### src/rtl/imem_loader.sv
// imem_loader: boots the writable instruction RAM from a byte stream.
// Define IMEM_LOADER_CHECKSUM_EN to require a 32-bit sum trailer.
module imem_loader #(
  parameter int SIZE = 32,
  parameter int AW   = $clog2(SIZE) + 1
) (
  input  logic          clk,
  input  logic          reset,
  input  logic          start,
  input  logic [AW-1:0] nwords,
  input  logic [7:0]    byte_in,
  input  logic          byte_valid,
  output logic          byte_ready,
  output logic          we,
  output logic [31:0]   wadr,
  output logic [31:0]   wd,
  output logic          cpu_reset,
  output logic          done,
  output logic          error
);

`ifdef IMEM_LOADER_CHECKSUM_EN
  typedef enum logic [2:0] {
    IDLE, LOAD, WRITE, DONE, CHECK
  } state_t;
`else
  typedef enum logic [1:0] {
    IDLE, LOAD, WRITE, DONE
  } state_t;
`endif

  state_t        state;
  state_t        next;
  logic [AW-1:0] nwords_q;
  logic [AW-1:0] word_idx;
  logic [1:0]    byte_cnt;
  logic [23:0]   word;
  logic [31:0]   assembled;
  logic          xfer;
  logic          fourth;
  logic          last;
  logic          launch;
  logic          too_big;
`ifdef IMEM_LOADER_CHECKSUM_EN
  logic [31:0]   sum;
`endif

  // The 4th byte is folded in combinationally so the word is
  // complete on the handshake edge itself.
  assign assembled = {word, byte_in};
  assign xfer      = byte_ready && byte_valid;
  assign fourth    = xfer && (byte_cnt == 2'd3);
  assign last      = (word_idx == nwords_q - AW'(1));
  assign launch    = start && (state == IDLE || state == DONE);
  assign too_big   = (nwords > AW'(SIZE));

`ifdef IMEM_LOADER_CHECKSUM_EN
  assign byte_ready = (state == LOAD) || (state == CHECK);
`else
  assign byte_ready = (state == LOAD);
`endif
  assign we        = (state == WRITE);
  assign done      = (state == DONE);
  assign cpu_reset = (state == DONE) ? error : 1'b1;

  // State register
  always_ff @(posedge clk) begin
    if (reset) state <= IDLE;
    else       state <= next;
  end

  // Next-state decode
  always_comb begin
    next = state;
    unique case (state)
      IDLE, DONE: begin
        if (start) begin
          if (too_big)
            next = DONE;
          else if (nwords == '0)
`ifdef IMEM_LOADER_CHECKSUM_EN
            next = CHECK;
`else
            next = DONE;
`endif
          else
            next = LOAD;
        end
      end
      LOAD: begin
        if (fourth) next = WRITE;
      end
      WRITE: begin
`ifdef IMEM_LOADER_CHECKSUM_EN
        if (last) next = CHECK;
`else
        if (last) next = DONE;
`endif
        else next = LOAD;
      end
`ifdef IMEM_LOADER_CHECKSUM_EN
      CHECK: begin
        if (fourth) next = DONE;
      end
`endif
      default: next = IDLE;
    endcase
  end

  // Word assembly, write port registers and load status
  always_ff @(posedge clk) begin
    if (reset) begin
      nwords_q <= '0;
      word_idx <= '0;
      byte_cnt <= '0;
      word     <= '0;
      wadr     <= '0;
      wd       <= '0;
      error    <= 1'b0;
`ifdef IMEM_LOADER_CHECKSUM_EN
      sum      <= '0;
`endif
    end else begin
      if (launch) begin
        nwords_q <= nwords;
        word_idx <= '0;
        byte_cnt <= '0;
        error    <= too_big;
`ifdef IMEM_LOADER_CHECKSUM_EN
        sum      <= '0;
`endif
      end
      if (xfer) begin
        word     <= {word[15:0], byte_in};
        byte_cnt <= byte_cnt + 2'd1;
      end
      if (fourth && state == LOAD) begin
        wadr <= 32'({word_idx, 2'b00});
        wd   <= assembled;
`ifdef IMEM_LOADER_CHECKSUM_EN
        sum  <= sum + assembled;
`endif
      end
      if (state == WRITE && !last)
        word_idx <= word_idx + AW'(1);
`ifdef IMEM_LOADER_CHECKSUM_EN
      if (fourth && state == CHECK)
        error <= (assembled != sum);
`endif
    end
  end

endmodule
### config.mk
export PLATFORM = sky130hd
export DESIGN_NAME = imem_loader
export DESIGN_NICKNAME = d
export VERILOG_FILES = /design/src/rtl/imem_loader.sv
export SDC_FILE = /design/constraint.sdc
export NUM_CORES = 1
export LEC_CHECK = 0
export BUFFER_PORTS_ARGS = -buffer_cell sky130_fd_sc_hd__buf_2
export CAP_MARGIN = 20
export CORE_AREA = 2 2 89 91
export CTS_BUF_LIST = sky130_fd_sc_hd__clkbuf_8
export CTS_CLUSTER_DIAMETER = 30
export DETAILED_ROUTE_END_ITERATION = 12
export DIE_AREA = 0 0 91 93
export GPL_TIMING_DRIVEN = 0
export HOLD_SLACK_MARGIN = 0.1
export PLACE_DENSITY = 0.72
export SYNTH_ARGS = -nofsm -noshare
export SYNTH_HDL_FRONTEND = slang
export SYNTH_SLANG_ARGS = --single-unit
### constraint.sdc
create_clock -name clk -period 2.15 [get_ports clk]
set_input_delay 0.215 -clock clk [delete_from_list [all_inputs] [get_ports clk]]
set_output_delay 0.215 -clock clk [all_outputs]
set_load 0.02 [all_outputs]
==> impl_metrics.env, run 1 <==
export IMPL_avgSynthCellArea_um2=7.966
export IMPL_first_pass_iters=4
export IMPL_first_iter_violations=111
export IMPL_grt_usage_pct=17.02
export IMPL_combPwrFrac_pct=23.8
export IMPL_slew_violations=0
export IMPL_crit_buf_inv=2
export IMPL_p_leak_nw=1.724
export IMPL_synthArstFlopShare_pct=0
export IMPL_ys_ff_latch=79
export IMPL_synthTopCellsByArea="dfxtp_1 (48%), nand2_1 (16%), a21oi_1 (11%)"
export IMPL_clkLatencyLatePin_ns=0.34
export IMPL_die_area_um2=8463
export IMPL_p_int_w=0.002401
export IMPL_synth_top_area_share_pct=47.61
export IMPL_switching_share_pct=31.53
export IMPL_numCtsBuffers=9
export IMPL_rr_worst_depth=9
export IMPL_yosys_area_share_xor_xnor_pct=2.373
export IMPL_final_antenna_net_count=0
export IMPL_wl_per_cell_um=11.45
export IMPL_end_kind="flop"
export IMPL_post_route_util_pct=54.11
export IMPL_start_util_pct=44.13
export IMPL_core_area_um2=7527
export IMPL_synth_compound_area_share_pct=14.80
export IMPL_hold_path_depth=3
export IMPL_max_stage_delay_ns=0.57
export IMPL_path_class="flop to flop"
export IMPL_seq_power_share_pct=47.0
export IMPL_htree_levels=3
export IMPL_vias_per_cell=4.650
export IMPL_cap_violations=0
export IMPL_rsz0062_at_grt="true"
export IMPL_cp_arrival_ns=2.36
export IMPL_grt_overflow_total=0
export IMPL_timing_hold_ws_ns=0.1165
export IMPL_synthAdderAreaFrac_pct=2.637
export IMPL_cp_endpoint="word_idx[1]"
export IMPL_fmaxAchievable_mhz=468.1
export IMPL_grt_max_degree=13
export IMPL_syn_instance_count=417
export IMPL_synth_edf_count=0
export IMPL_drive_gt1_share_pct=23.55
export IMPL_synth_warnings=0
export IMPL_crit_path_start_kind="flop"
export IMPL_grt_pass1_vias=2606
export IMPL_die_x_um=91
export IMPL_portBuffers=60
export IMPL_rr_startpoint="nwords_q[0]"
export IMPL_cts_clk_slew_worst_paths_ns=0.08
export IMPL_synth_seq_area_share_pct=47.61
export IMPL_clock_path_buffers=2
export IMPL_drcViolationCount=0
export IMPL_synthFlopType="dfxtp_1"
export IMPL_power_frac_clock_pct=29.2
export IMPL_place_congestion=0.7683
export IMPL_grt_pass1_wl_um=11700
export IMPL_period_share_pct=99.36
export IMPL_outcome="completed"
export IMPL_hp_class="input port to flop"
export IMPL_cp_depth=9
export IMPL_cts_root_buffer_cell="clkbuf_8"
export IMPL_rows=32
export IMPL_fin_skew_ns=0.005820
export IMPL_vias=2883
export IMPL_syn_area_um2=3322
export IMPL_ff2ff_setup_slack_ns=0.01
export IMPL_placed_area_um2=3844
export IMPL_crit_required_ns=2.38
export IMPL_nets=539
export IMPL_crit_start="nwords_q[0]"
export IMPL_die_y_um=93
export IMPL_rr_endpoint="word_idx[1]"
export IMPL_place_hpwl_um=5326
export IMPL_cts_sinks=79
export IMPL_cts_tree="done"
export IMPL_insertedDiodeCount=0
export IMPL_finalWirelength_um=7098
export IMPL_cp_max_fo=4
export IMPL_peakVddDrop_v=0.0004550
export IMPL_synth_distinct_cells=42
export IMPL_power_density_nw_per_um2=861.1
export IMPL_design_area_um2=4073
export IMPL_hold_buffers=0
export IMPL_fin_crit_ns=2.136
export IMPL_antenna_found_initial=0
export IMPL_setup_viol=0
export IMPL_finalHoldViolCount=0
export IMPL_switchingPower_w=0.001106
export IMPL_cpMaxStageDelayCell="or4_4"
export IMPL_area_growth_pct=22.60
export IMPL_cp_cell_sequence="inv_2, ha_4, xor2_1, o211ai_1, or4_4, o21ai_4, buf_4, mux2i_1, nor2_1"
export IMPL_io_pins=87
export IMPL_synth_top_family_by_area="simple AND/OR/NAND/NOR gates"
export IMPL_finalPower_w=0.003507
export IMPL_synth_top_area_cell="dfxtp_1"
export IMPL_tns_ns=0
export IMPL_synth_mux_area_share_pct=0.6403
export IMPL_critPathTopFamily="simple AND/OR/NAND/NOR gates"
export IMPL_yosys_area_share_simple_pct=22.64
[what timing repair did]
item,CTS,global route
pin swaps,5,2
setup endpoints to repair,25,25
resized for setup,9,5
buffers inserted,2,0
[sequential cells by signal, indices dropped and copies added (netlist names)]
signal,cells
wd,32
word,24
nwords_q,6
wadr,6
word_idx,6
byte_cnt,2
state,2
error,1
[worst min-delay path by stage]
stage / from / end / slack, ns
finish: byte_in[2] / word[2] / 0.12
global route: byte_in[3] / wd[3] / 0.12
CTS: byte_in[3] / wd[3] / 0.11
detailed placement: word[21] / wd[29] / 0.44
global placement: wadr[2] / wadr[2] / 0.44
floorplan: nwords[1] / nwords_q[1] / 0.35
[worst register-to-register path, stage by stage (launching register included)]
cell and delay (ns):
dfxtp_2 0.35, inv_2 0.05, ha_4 0.25, xor2_1 0.13, o211ai_1 0.10, or4_4 0.57
o21ai_4 0.19, buf_4 0.15, mux2i_1 0.17, nor2_1 0.05
[per-stage QoR]
stage / instances / worst slack (ns)
after floorplan: 442 / 0.01014
after global placement: 604 / -0.1056
after detailed placement: 604 / -0.1469
after CTS: 621 / 0.003251
after global routing: 620 / -0.09087
final: 620 / 0.01367
[power groups by stage]
stage / logic (W) / clock network [W] / registers [W]
floorplan: 0.000626 / 0 / 0.00165
global placement: 0.000763 / 0 / 0.00167
detailed placement: 0.000792 / 0 / 0.00168
CTS: 0.000839 / 0.00104 / 0.00164
global route: 0.000931 / 0.00111 / 0.00166
finish: 0.000835 / 0.00102 / 0.00165
[cell usage after synthesis (2+ instances only)]
master,n
a221o_1,2
inv_1,5
o21ai_0,2
nor3b_1,2
a211oi_1,2
xnor2_1,4
dfxtp_1,79
nand2_1,144
ha_1,7
xor2_1,5
nand2b_1,2
buf_1,5
and2b_1,2
nor2_1,4
buf_4,26
o211ai_1,2
a21oi_1,73
nand3_1,5
nor3_1,2
clkbuf_1,18
and2_1,4
or2_2,2
[placed cells by master (no fill, tap or decap), types with 2 or more instances in the layout]
cell,synthesis,layout
nand2_1,144,144
dfxtp_1,79,77
a21oi_1,73,73
buf_2,1,63
buf_4,26,28
conb_1,1,26
clkbuf_1,18,15
clkbuf_8,0,9
ha_1,7,6
inv_1,5,5
xor2_1,5,5
nand3_1,5,5
and2_1,4,4
nor2_1,4,4
xnor2_1,4,4
clkbuf_2,0,3
inv_2,0,2
nand2b_1,2,2
a211oi_1,2,2
nor3b_1,2,2
o211ai_1,2,2
and2b_1,2,2
o21ai_0,2,2
or2_2,2,2
a221o_1,2,2
buf_1,5,2
nor3_1,2,2
clkinv_2,0,2
dfxtp_2,0,2
[metal layers]
| metal | track usage (%) | share of wire, % |
|---|---|---|
| met3 | 4.674 | 6.4 |
| met2 | 28.52 | 46 |
| met4 | 6.818 | 1.5 |
| met5 | 0 | 0 |
| met1 | 20.80 | 47 |
[cell type report]
| type | count | area, um2 |
|---|---|---|
| Fill cell | 763 | 3455 |
| Sequential cell | 79 | 1584 |
| Multi-Input combinational cell | 308 | 1559 |
| Timing Repair Buffer | 62 | 315.3 |
| Buffer | 49 | 289.0 |
| Tap cell | 102 | 127.6 |
| Clock buffer | 9 | 123.9 |
| Clock inverter | 6 | 55.05 |
| Inverter | 5 | 18.77 |
[kinds of logic (layout without fill, tap and decap cells)]
kind of cell / after synthesis / in the layout
multiplexers: 2 / 2
flip-flops: 79 / 79
other: 1 / 26
AO/OA/AOI/OAI: 87 / 87
buffers and inverters: 55 / 131
AND/OR/NAND/NOR: 177 / 177
adder cells (fa/ha/maj): 7 / 7
XOR/XNOR: 9 / 9
(Power assumes the default switching activity.)
==> run 2, diff against run 1 <==
BUFFER_PORTS_ARGS = unset   (was -buffer_cell sky130_fd_sc_hd__buf_2)
CORE_AREA = 2 2 79 81   (was 2 2 89 91)
CTS_CLUSTER_SIZE = 8   (was unset)
DIE_AREA = 0 0 81 83   (was 0 0 91 93)
DONT_BUFFER_PORTS = 1   (was unset)
PLACE_DENSITY = 0.75   (was 0.72)
==> run 2 against run 1 <==
The flow now finishes with violations (negative setup slack). Final area shrank 4.0%. Sequential power about the same. Worst hold slack improved by 0.0084 ns. First-iteration DRC count increased by 14%. Largest cell class unchanged. Highest routed layer unchanged.
==> impl_metrics.env, run 2 (synthesis results as in run 1) <==
export IMPL_critPathTopFamily="simple AND/OR/NAND/NOR gates"
export IMPL_rows=28
export IMPL_core_area_um2=5816
export IMPL_cp_max_fo=4
export IMPL_rr_worst_depth=6
export IMPL_htree_levels=3
export IMPL_setup_viol=6
export IMPL_rsz0062_at_grt="true"
export IMPL_p_leak_nw=1.486
export IMPL_period_share_pct=102.8
export IMPL_multi_input_area_um2=1549
export IMPL_clkLatencyLatePin_ns=0.35
export IMPL_setup_slack_ns=-0.05959
export IMPL_clock_path_buffers=2
export IMPL_fin_crit_ns=2.210
export IMPL_hold_path_depth=2
export IMPL_top_register="wd"
export IMPL_reg_top3="wd x32, word x24"
export IMPL_place_congestion=0.8277
export IMPL_crit_path_start_kind="flop"
export IMPL_place_hpwl_um=4936
export IMPL_crit_buf_inv=0
export IMPL_portBuffers=0
export IMPL_cts_sinks=79
export IMPL_cp_arrival_ns=2.44
export IMPL_insertedDiodeCount=0
export IMPL_fill_cells=536
export IMPL_fin_skew_ns=0.01161
export IMPL_violations="negative setup slack"
export IMPL_cpMaxStageDelayCell="or4_4"
export IMPL_path_class="flop to flop"
export IMPL_layout_cells_non_filler=547
export IMPL_largest_reg_flops=32
export IMPL_fmaxAchievable_mhz=452.6
export IMPL_finalPower_w=0.003671
export IMPL_finalWirelength_um=7045
export IMPL_numCtsBuffers=9
export IMPL_drcViolationCount=0
export IMPL_cts_root_buffer_cell="clkbuf_8"
export IMPL_grt_pass1_wl_um=11810
export IMPL_drive_gt1_share_pct=13.14
export IMPL_die_y_um=83
export IMPL_crit_required_ns=2.38
export IMPL_die_x_um=81
export IMPL_antenna_found_initial=0
export IMPL_outcome="finished with violations"
export IMPL_io_pins=87
export IMPL_layout_area_seq_um2=1585
export IMPL_power_density_nw_per_um2=939.0
export IMPL_grt_overflow_total=0
export IMPL_die_area_um2=6723
export IMPL_slew_violations=0
export IMPL_max_stage_delay_ns=0.58
export IMPL_finalHoldViolCount=0
export IMPL_first_pass_iters=4
export IMPL_final_antenna_net_count=0
export IMPL_cap_violations=0
export IMPL_hp_class="input port to flop"
export IMPL_cp_cell_sequence="or3_4, o31a_1, or4_4, o21ai_4, nor2_4, a221o_1"
export IMPL_grt_pass1_vias=2584
export IMPL_wl_per_cell_um=12.88
export IMPL_grt_usage_pct=22.38
export IMPL_first_iter_violations=126
export IMPL_final_common_cell="nand2_1"
export IMPL_cts_tree="done"
export IMPL_start_util_pct=57.12
export IMPL_grt_max_degree=15
export IMPL_end_kind="flop"
export IMPL_nets=492
export IMPL_vias_per_cell=5.110
export IMPL_cp_depth=6
export IMPL_cts_clk_slew_worst_paths_ns=0.08
export IMPL_vias=2795
export IMPL_post_route_util_pct=67.23
export IMPL_peakVddDrop_v=0.0006318
export IMPL_dp_cells=517
export IMPL_area_growth_pct=17.70
export IMPL_final_cell_mix="nand2_1 (144), dfxtp_1 (76), a21oi_1 (73)"
run 2: cell type report:
type | instances | area share, %
sequential | 79 | 40.54
multi-input combinational | 308 | 39.62
buffer | 49 | 7.360
timing repair buffer | 15 | 3.776
clock buffer | 10 | 3.520
tap | 75 | 2.400
clock inverter | 6 | 2.304
inverter | 5 | 0.4800
run 2: worst paths after layout:
| kind | startpoint | endpoint | slack, ns |
|---|---|---|---|
| hold reg to reg | word[17] | wd[25] | 0.46 |
| setup reg to reg | nwords_q[0] | word_idx[5] | -0.06 |
| setup / recovery | nwords_q[0] | word_idx[5] | -0.06 |
| hold / removal | reset | word_idx[4] | 0.12 |
run 2: worst register-to-register path, stage by stage (launching register included):
cell and delay [ns]:
dfxtp_2 0.34, or3_4 0.38, o31a_1 0.25, or4_4 0.58, o21ai_4 0.21, nor2_4 0.06, a221o_1 0.28
run 2: layer usage:
layer / up-vias / global-route usage, % / share of wire [%]
li1: 1414 / - / -
met1: 1275 / 28.82 / 43
met2: 90 / 34.26 / 45
met3: 16 / 6.304 / 9.0
met4: 0 / 10.63 / 2.6
met5: - / 0 / 0
run 2: repair_timing:
| item | in CTS | in global routing |
|---|---|---|
| pin swaps | 6 | 0 |
| hold endpoints to repair | 23 | 0 |
| gates cloned | 0 | 0 |
| gates resized for setup | 8 | 4 |
| setup endpoints to repair | 25 | 56 |
| buffers inserted | 1 | 0 |
| hold buffers | 14 | 0 |
run 2: metrics by stage:
stage                     hold slack (ns)  area [um2]  TNS, ns  setup WS [ns]
after floorplan                    0.3510        3416        0        0.01014
after global placement             0.3541        3510   -3.841        -0.1902
after detailed placement           0.3580        3510   -4.601        -0.2516
after CTS                          0.1162        3906  -0.2128       -0.05806
after global routing               0.1263        3910  -0.5654        -0.1117
final                              0.1249        3910  -0.2230       -0.05959
run 2: where the power goes:
part | total, W | switching, W | internal, W
registers | 0.00165 | 0.0000990 | 0.00155
clock network | 0.00123 | 0.000538 | 0.000691
logic | 0.000792 | 0.000481 | 0.000311
